## src/rtl/int_arbiter_pkg.sv

```systemverilog
// Shared definitions for the interrupt arbiter: state encoding, default cause
// base and the architectural cause codes of the standard interrupt sources.
package int_defs;

    typedef enum logic [1:0] {
        ST_IDLE    = 2'd0,
        ST_REQ     = 2'd1,
        ST_SERVICE = 2'd2
    } int_state_e;

    localparam logic [3:0] CAUSE_BASE_DEF = 4'h8;

    localparam logic [3:0] ECAUSE_EXT   = 4'h8;
    localparam logic [3:0] ECAUSE_PS2   = 4'h9;
    localparam logic [3:0] ECAUSE_TIMER = 4'hA;
    localparam logic [3:0] ECAUSE_UART  = 4'hB;

endpackage

```

## src/rtl/int_prio_enc.sv

```systemverilog
// Lowest-set-bit priority encoder: bit 0 is the highest priority request.
module int_prio_enc #(
    parameter int N  = 4,
    parameter int IW = 2
) (
    input  logic [N-1:0]  req,
    output logic [IW-1:0] idx,
    output logic          valid
);

    // Scanning downward lets the lowest set bit be the last (winning) write.
    always_comb begin
        idx   = '0;
        valid = 1'b0;
        for (int i = N - 1; i >= 0; i--) begin
            if (req[i]) begin
                idx   = IW'(i);
                valid = 1'b1;
            end
        end
    end

endmodule

```

## src/rtl/int_arbiter.sv

```systemverilog
// Interrupt arbiter: latches source edges as pending, grants one by fixed
// priority with EPC correction, and holds off further grants until ERET.
module int_arbiter
    import int_defs::*;
#(
    parameter int         NUM_SRC    = 4,
    parameter logic [3:0] CAUSE_BASE = CAUSE_BASE_DEF
) (
    input  logic               inti_clk,
    input  logic               inti_rst,
    input  logic [NUM_SRC-1:0] inti_src,
    input  logic [NUM_SRC-1:0] inti_mask,
    input  logic               inti_global_en,
    input  logic [15:0]        inti_pc,
    input  logic               inti_in_bds,
    input  logic               inti_is_branch,
    input  logic               inti_ack,
    input  logic               inti_eret,
    input  logic               inti_overrun_clr,
    output logic               into_req,
    output logic [3:0]         into_cause,
    output logic [15:0]        into_epc,
    output logic               into_handling,
    output logic [NUM_SRC-1:0] into_pending,
    output logic [NUM_SRC-1:0] into_overrun
);

    localparam int IDX_W = (NUM_SRC > 1) ? $clog2(NUM_SRC) : 1;

    int_state_e         state_q, state_d;
    logic [NUM_SRC-1:0] pending_q, pending_d;
    logic [NUM_SRC-1:0] overrun_q, overrun_d;
    logic [NUM_SRC-1:0] hist_q, hist_d;
    logic               armed_q, armed_d;
    logic               cool_q, cool_d;
    logic [3:0]         cause_q, cause_d;
    logic [15:0]        epc_q, epc_d;

    logic [NUM_SRC-1:0] src_edge;
    logic [NUM_SRC-1:0] elig;
    logic [NUM_SRC-1:0] grant_vec;
    logic [IDX_W-1:0]   enc_idx;
    logic               enc_valid;
    logic               grant;

    assign elig = pending_q & inti_mask;

    int_prio_enc #(
        .N  (NUM_SRC),
        .IW (IDX_W)
    ) u_prio_enc (
        .req   (elig),
        .idx   (enc_idx),
        .valid (enc_valid)
    );

    // armed_q masks the first cycle after reset so a level held through reset
    // is not mistaken for a fresh edge; cool_q forces one IDLE cycle after ERET.
    always_comb begin
        src_edge  = armed_q ? (inti_src & ~hist_q) : '0;
        grant     = (state_q == ST_IDLE) && !cool_q && inti_global_en && enc_valid;
        grant_vec = grant ? (NUM_SRC'(1) << enc_idx) : '0;

        state_d = state_q;
        case (state_q)
            ST_IDLE:    if (grant)     state_d = ST_REQ;
            ST_REQ:     if (inti_ack)  state_d = ST_SERVICE;
            ST_SERVICE: if (inti_eret) state_d = ST_IDLE;
            default:                   state_d = ST_IDLE;
        endcase

        pending_d = (pending_q & ~grant_vec) | src_edge;
        overrun_d = (inti_overrun_clr ? '0 : overrun_q) | (src_edge & pending_q & ~grant_vec);
        hist_d    = inti_src;
        armed_d   = 1'b1;
        cool_d    = (state_q == ST_SERVICE) && inti_eret;

        cause_d = cause_q;
        epc_d   = epc_q;
        if (grant) begin
            cause_d = CAUSE_BASE + 4'(enc_idx);
            if (inti_in_bds)
                epc_d = inti_pc - 16'd1;
            else if (inti_is_branch)
                epc_d = inti_pc;
            else
                epc_d = inti_pc + 16'd1;
        end
    end

    always_ff @(posedge inti_clk) begin
        if (inti_rst) begin
            state_q   <= ST_IDLE;
            pending_q <= '0;
            overrun_q <= '0;
            hist_q    <= '0;
            armed_q   <= 1'b0;
            cool_q    <= 1'b0;
            cause_q   <= '0;
            epc_q     <= '0;
        end else begin
            state_q   <= state_d;
            pending_q <= pending_d;
            overrun_q <= overrun_d;
            hist_q    <= hist_d;
            armed_q   <= armed_d;
            cool_q    <= cool_d;
            cause_q   <= cause_d;
            epc_q     <= epc_d;
        end
    end

    assign into_req      = (state_q == ST_REQ);
    assign into_handling = (state_q == ST_REQ) || (state_q == ST_SERVICE);
    assign into_cause    = cause_q;
    assign into_epc      = epc_q;
    assign into_pending  = pending_q;
    assign into_overrun  = overrun_q;

endmodule

```

## config.mk

```make
export PLATFORM = sky130hd
export DESIGN_NAME = int_arbiter
export DESIGN_NICKNAME = d
export VERILOG_FILES = /design/src/rtl/int_arbiter_pkg.sv /design/src/rtl/int_prio_enc.sv /design/src/rtl/int_arbiter.sv
export SDC_FILE = /design/constraint.sdc
export NUM_CORES = 1
export LEC_CHECK = 0
export CORE_AREA = 2 2 66 68
export DETAILED_ROUTE_END_ITERATION = 10
export DIE_AREA = 0 0 68 70
export PLACE_DENSITY = 0.82
export SKIP_CTS_REPAIR_TIMING = 1
export SYNTH_ARGS = -nofsm -noshare
export SYNTH_HDL_FRONTEND = slang
export SYNTH_HIERARCHICAL = 1
export SYNTH_SLANG_ARGS = --single-unit
```

## constraint.sdc

```tcl
create_clock -name inti_clk -period 4.8 [get_ports inti_clk]
set_input_delay 1.2 -clock inti_clk [delete_from_list [all_inputs] [get_ports inti_clk]]
set_output_delay 1.2 -clock inti_clk [all_outputs]
set_load 0.05 [all_outputs]
```

==> key figures, run 1 <==
Run
  • MaxCap Viol Count: 0

Synth
  • #FFs+latches synth: 35
  • Most used flip-flop cell after synthesis: dfxtp_1
  • Yosys top cell by area: dfxtp_1
  • Synth Area per Inst: 8.01 µm²
  • Post-synthesis sequential area ratio: 0.363
  • Number of flops mapped to enable cells by yosys: 0
  • Mapped Cells: 241
  • Top post-synthesis cells by area: dfxtp_1 (36%), a21oi_1 (6.2%), nand2_1 (5.4%), ha_1 (3.9%), nor2_1 (3.7%)
  • Top cell type's share of synthesized area: 0.363
  • Synth Net Count: 279
  • Top-count cell post-synth: dfxtp_1
  • Post-synth top cells: dfxtp_1 (35), nand2_1 (28), a21oi_1 (24), nor2_1 (19)
  • Netlist Area Pre-Place: 1930 µm²
  • Cell variety after synth: 50
  • Post-synth ARST share: 0
  • Warnings, synthesis: 6

Clock network
  • Sink Count: 35
  • Clock latency on the worst-skew pair: 290 ps
  • CTS buffer count: 5
  • Clock-pin slew on the worst setup and hold paths: 70 ps
  • H-tree depth: 2
  • Root buffer cell: clkbuf_8
  • CTS max path bufs: 2
  • CTS tree: built

Critical path
  • Crit path DAT: 3370 ps
  • Flop2flop setup slack: 2670 ps
  • Reg2reg path depth: 8
  • Top delay family on crit path: simple AND/OR/NAND/NOR gates
  • RR Startpoint: into_pending[2]
  • Slowest CP cell: clkdlybuf4s50_1
  • Crit-path max cell delay: 610 ps
  • Crit-path cells: clkdlybuf4s50_1 > ha_1 > or3b_1 > nor4_4 > nor2_1 > or3_1 > a31oi_1
  • Startpoint Class: primary input
  • Crit path max fanout: 6
  • RR Endpoint: into_overrun[1]
  • Worst EP required: 5010 ps
  • CP Buf/Inv Count: 1
  • WS Path Type: primary input to register
  • Crit end category: register

Timing
  • Clock Skew: 6.84 ps
  • RSZ-0062 raised after global routing: no
  • Setup-failing EPs final: 0
  • Final slew viol count: 0
  • Least-Margin Pin Slew: 769 ps
  • Fin crit share: 0.658
  • Slew margin rel.: 0.487
  • Total negative slack: 0 ps
  • Final hold viol count: 0
  • Final min period: 3160 ps
  • Max Clk Rate: 317 MHz

Hold path
  • Worst hold stages: 2
  • Worst min-delay path startpoint: into_epc[4]
  • HP Class: register to register
  • Worst Hold End: into_epc[4]

Floorplanning
  • # rows: 24
  • I/O pins: 62
  • Total Die Area: 4760 µm²
  • Die height: 70 µm
  • Die width: 68 µm
  • Core region area: 4140 µm²
  • Initial Utilization: 0.466

Pwr
  • PwrDens: 336 nW/µm²
  • Static Leakage: 0.953 nW
  • Peak VDD IR: 199 µV

Global routing
  • Initial antenna violation count: 0
  • Overall Global Routing Usage: 0.205
  • GR Layer Usage met3: 0.0451
  • First-pass GRT wire length: 7.67 mm
  • Vias in the first global route: 1764
  • GR met1 Demand/Resource: 0.262
  • Largest net degree at the start of global routing: 31
  • Overflow after GRT: 0
  • Met2 Use GR: 0.338
  • Busiest layer in global routing: met2

Routing
  • Drt via density: 5.57
  • DR WL/cell: 13.5 µm
  • Router iterations before antenna repair: 4
  • DRC: 0
  • DRT iter0 DRCs: 83
  • Routed Antenna Nets: 0
  • Routed vias: 1940
  • WL final: 4.69 mm

Layout
  • Area Overhead vs Synth: 37.7%
  • Layout cells sized above 1: 0.0608
  • NumNets Final: 333
  • Antenna cell count: 0
  • Final core utilization: 0.641

Placement
  • Gpl congestion: 0.864
  • PortBufs: 60
  • DP HPWL: 3.42 mm

Run status
  • Outcome: completed
[report_power, final]
group | internal (mW) | total (mW) | switching [mW]
Clock | 0.168 | 0.273 | 0.105
Sequential | 0.315 | 0.326 | 0.0115
Combinational | 0.107 | 0.294 | 0.186
[tightest hold or removal path, stage by stage, from the launching register on]
cell and delay (ps):
dfxtp_1 310, nand2_1 50, a21oi_1 50
[layout make-up]
| class | instances | area, µm² |
|---|---|---|
| clock inverters | 2 | 35.0 |
| repair buffers | 62 | 616 |
| fillers | 405 | 1490 |
| well taps | 52 | 65.1 |
| clock buffers | 6 | 82.6 |
| flip-flops and latches | 35 | 701 |
| multi-input cells | 181 | 1120 |
| inverters | 10 | 37.5 |
[through the flow]
| stage | instance area (µm²) | hold WS, ps | power [mW] | setup WS [ps] | std cells |
|---|---|---|---|---|---|
| after floorplan | 1930 | 496 | 0.528 | 2120 | 241 |
| after CTS | 2660 | 455 | 0.901 | 1640 | 348 |
| final | 2660 | 451 | 0.892 | 1640 | 348 |
| after global routing | 2660 | 480 | 0.936 | 1490 | 348 |
| after global placement | 2540 | 440 | 0.621 | 1420 | 340 |
| after detailed placement | 2540 | 445 | 0.626 | 1340 | 340 |
[worst max-delay path by stage]
stage            startpoint         endpoint  slack, ps  cells past startpoint
6_report         inti_pc[0]     into_epc[14]       1640                      7
5_1_grt          inti_pc[0]     into_epc[14]       1490                      7
4_1_cts          inti_pc[0]     into_epc[14]       1640                      7
3_5_place_dp   inti_mask[3]  into_overrun[1]       1340                      9
3_3_place_gp     inti_pc[0]     into_epc[14]       1420                      7
2_1_floorplan    inti_pc[0]     into_epc[14]       2120                      7
[state kept, by name (all words and copies together) (netlist names)]
register and count:
into_overrun 4, armed_q 1, into_pending 4, into_epc 16
state_q 2, into_cause 3, hist_q 4, cool_q 1
[metal layers]
layer	routed length, µm	vias up
li1	-	966
met1	2060	907
met2	2220	61
met3	343	6
met4	56	0
met5	0	-
[kinds of logic (layout without fill, tap and decap cells)]
kind of cell | count (synthesis) | in the layout | synth area share
buf+inv | 25 | 80 | 0.0558
flops | 35 | 35 | 0.363
other cells | 1 | 1 | 0.00194
simple gates | 112 | 112 | 0.332
compound gates | 53 | 53 | 0.167
fa+ha+maj | 6 | 6 | 0.0389
xor+xnor | 9 | 9 | 0.0409
[placed cells by master (no fill, tap or decap), types with 2 or more instances in the layout]
cell             netlist  routed
and3_1                 3       3
o32ai_1                3       3
o2bb2ai_1              2       2
ha_1                   6       6
nand3_1                9       9
dfxtp_1               35      35
inv_1                 10      10
a21oi_1               24      24
nor2b_1                6       6
a31oi_1                3       3
xor2_1                 4       4
clkdlybuf4s50_1        0      60
nor3_1                 4       4
buf_4                  1       2
xnor2_1                5       5
nor2_1                19      19
o22ai_1                2       2
o21ai_0               10      10
nand4_1                6       6
nor4_1                 4       4
nand3b_1               5       5
nor4b_1                2       2
and4_1                 3       3
o31ai_1                2       2
or3_1                  2       2
and2_1                 7       7
a32oi_1                2       2
nand2_1               28      28
or4_1                  2       2
clkbuf_8               0       6
No activity file was read; power rests on OpenSTA's default activity.
==> inputs of run 2 (changes only) <==
--- a/config.mk
+++ b/config.mk
@@ -5,10 +5,10 @@
 export SDC_FILE = /design/constraint.sdc
 export NUM_CORES = 1
 export LEC_CHECK = 0
-export CORE_AREA = 2 2 66 68
+export CORE_AREA = 2 2 68 70
 export DETAILED_ROUTE_END_ITERATION = 10
-export DIE_AREA = 0 0 68 70
-export PLACE_DENSITY = 0.82
+export DIE_AREA = 0 0 70 72
+export PLACE_DENSITY = 0.78
 export SKIP_CTS_REPAIR_TIMING = 1
 export SYNTH_ARGS = -nofsm -noshare
 export SYNTH_HDL_FRONTEND = slang
==> constraint.sdc (replaced) <==
create_clock -name inti_clk -period 3.3 [get_ports inti_clk]
set_input_delay 0.825 -clock inti_clk [delete_from_list [all_inputs] [get_ports inti_clk]]
set_output_delay 0.825 -clock inti_clk [all_outputs]
set_load 0.05 [all_outputs]
==> key figures, run 2 (synthesis gave the netlist of run 1 again) <==
Layout
  • Antenna cell count: 0 (unchanged)
  • Layout cells sized above 1: 0.0702 (+0.00942)
  • Most common cell after layout, fill and taps aside: clkdlybuf4s50_1
  • Area Overhead vs Synth: 38.8%
  • Reg area: 701 µm² (unchanged)
  • Max reg flops: 16 (unchanged)
  • NumNets Final: 336 (+0.90%)
  • Commonest cells after routing, fill and taps aside: clkdlybuf4s50_1 (60), dfxtp_1 (35), nand2_1 (28)
  • Layout Cells excl Fill: 351 (+0.86%)
  • Fill count: 400 (-1.2%)
  • Footprint of the multi-input gates: 1120 µm² (unchanged)

Timing
  • Slew margin rel.: 0.577 (+0.0897)
  • RSZ-0062 raised after global routing: no
  • Setup-failing EPs final: 0 (unchanged)
  • Final slew viol count: 0 (unchanged)
  • Final hold viol count: 0 (unchanged)
  • Max Clk Rate: 362 MHz
  • Least-Margin Pin Slew: 630 ps (-139 ps)
  • Total negative slack: 0 ps (unchanged)
  • Final min period: 2760 ps
  • Fin crit share: 0.837
  • Clock Skew: 8.96 ps (+2.12 ps)

Clock network
  • Sink Count: 35 (unchanged)
  • CTS tree: built
  • Clock latency on the worst-skew pair: 300 ps (about the same)
  • H-tree depth: 2 (unchanged)
  • CTS max path bufs: 2 (unchanged)
  • Root buffer cell: clkbuf_8
  • CTS buffer count: 5 (unchanged)
  • Clock-pin slew on the worst setup and hold paths: 80 ps (about the same)

Global routing
  • Initial antenna violation count: 0 (unchanged)
  • Overall Global Routing Usage: 0.193 (-0.0111)
  • First-pass GRT wire length: 7.85 mm (+2.3%)
  • Overflow after GRT: 0 (unchanged)
  • Vias in the first global route: 1761 (-0.17%)
  • Largest net degree at the start of global routing: 23 (-26%)

Routing
  • WL final: 4.78 mm (+2.0%)
  • Drt via density: 5.45 (-2.3%)
  • DRT iter0 DRCs: 79 (-4.8%)
  • DRC: 0 (unchanged)
  • Routed vias: 1912 (-1.4%)
  • Router iterations before antenna repair: 4 (unchanged)
  • DR WL/cell: 13.6 µm (+1.2%)
  • Routed Antenna Nets: 0 (unchanged)

Floorplanning
  • Total Die Area: 5040 µm² (+5.9%)
  • # rows: 24 (unchanged)
  • Core region area: 4260 µm² (+2.9%)
  • Die height: 72 µm (+2.9%)
  • Die width: 70 µm (+2.9%)
  • I/O pins: 62 (unchanged)
  • Initial Utilization: 0.452 (-0.0131)

Critical path
  • RR Startpoint: into_pending[0]
  • Worst EP required: 3520 ps (-1490 ps)
  • RR Endpoint: into_overrun[1]
  • WS Path Type: primary input to register
  • Reg2reg path depth: 8 (unchanged)
  • Crit end category: register
  • Crit path max fanout: 6 (unchanged)
  • Flop2flop setup slack: 1410 ps (-1260 ps)
  • Startpoint Class: primary input
  • Crit path DAT: 2980 ps (-390 ps)

Placement
  • Gpl congestion: 0.847 (-2.0%)
  • PortBufs: 60 (unchanged)
  • Placed Cells: 343 (+0.88%)
  • DP HPWL: 3.59 mm (+5.0%)

Pwr
  • Static Leakage: 0.966 nW (+1.4%)
  • Total power: 1.30 mW (+46%)
  • PwrDens: 486 nW/µm² (+45%)
  • Peak VDD IR: 360 µV (+81%)

Hold path
  • Worst min-delay path startpoint: into_epc[7]
  • Worst hold stages: 2 (unchanged)
  • HP Class: register to register
  • Worst Hold End: into_epc[7]

Run status
  • Outcome: completed

Run
  • MaxCap Viol Count: 0 (unchanged)
==> run 2: cell types whose count changed in the layout (fill, tap and decap cells not counted) <==
cell and delta:
buf_4 +3, clkbuf_8 -1, clkinv_2 -1, clkinv_4 +1
inv_6 +1
==> run 2: cell type report <==
| class | count | share of cell area |
|---|---|---|
| sequential | 35 | 0.262 |
| multi-input combinational | 181 | 0.418 |
| clock inverter | 3 | 0.0177 |
| clock buffer | 5 | 0.0257 |
| inverter | 10 | 0.0140 |
| tap | 52 | 0.0243 |
| timing repair buffer | 65 | 0.238 |
==> run 2: power breakdown <==
group          total [mW]  switching (mW)  leakage [nW]  internal, mW
sequential          0.474          0.0170         0.286         0.457
clock               0.398           0.169        0.0587         0.229
combinational       0.430           0.271         0.622         0.159
==> run 2: critical path: stages <==
cell and delay [ps]:
clkdlybuf4s50_1 590, ha_1 180, or3b_1 490, nor4_4 300, nor2_1 80, or3_1 350, a31oi_1 160
==> run 2: per-layer routing <==
layer / share of wire / GRT usage
met1: 0.45 / 0.232
met2: 0.48 / 0.344
met3: 0.058 / 0.0486
met4: 0.014 / 0.0577
met5: 0 / 0
==> run 2: stage by stage <==
stage	worst slack (ps)	hold WS, ps	utilization	cell area (µm²)
global route	416	484	0.628	2680
detailed placement	244	444	0.601	2560
finish	538	452	0.628	2680
CTS	547	455	0.628	2680
global placement	323	440	0.601	2560
floorplan	997	496	-	1930
==> run 2: worst max path at each step <==
stage	start	end	cells past startpoint
after CTS	inti_pc[1]	into_epc[14]	7
after global placement	inti_pc[0]	into_epc[14]	7
after detailed placement	inti_pc[1]	into_epc[14]	7
after global routing	inti_pc[0]	into_epc[14]	7
after floorplan	inti_pc[0]	into_epc[14]	7
final	inti_pc[0]	into_epc[14]	7
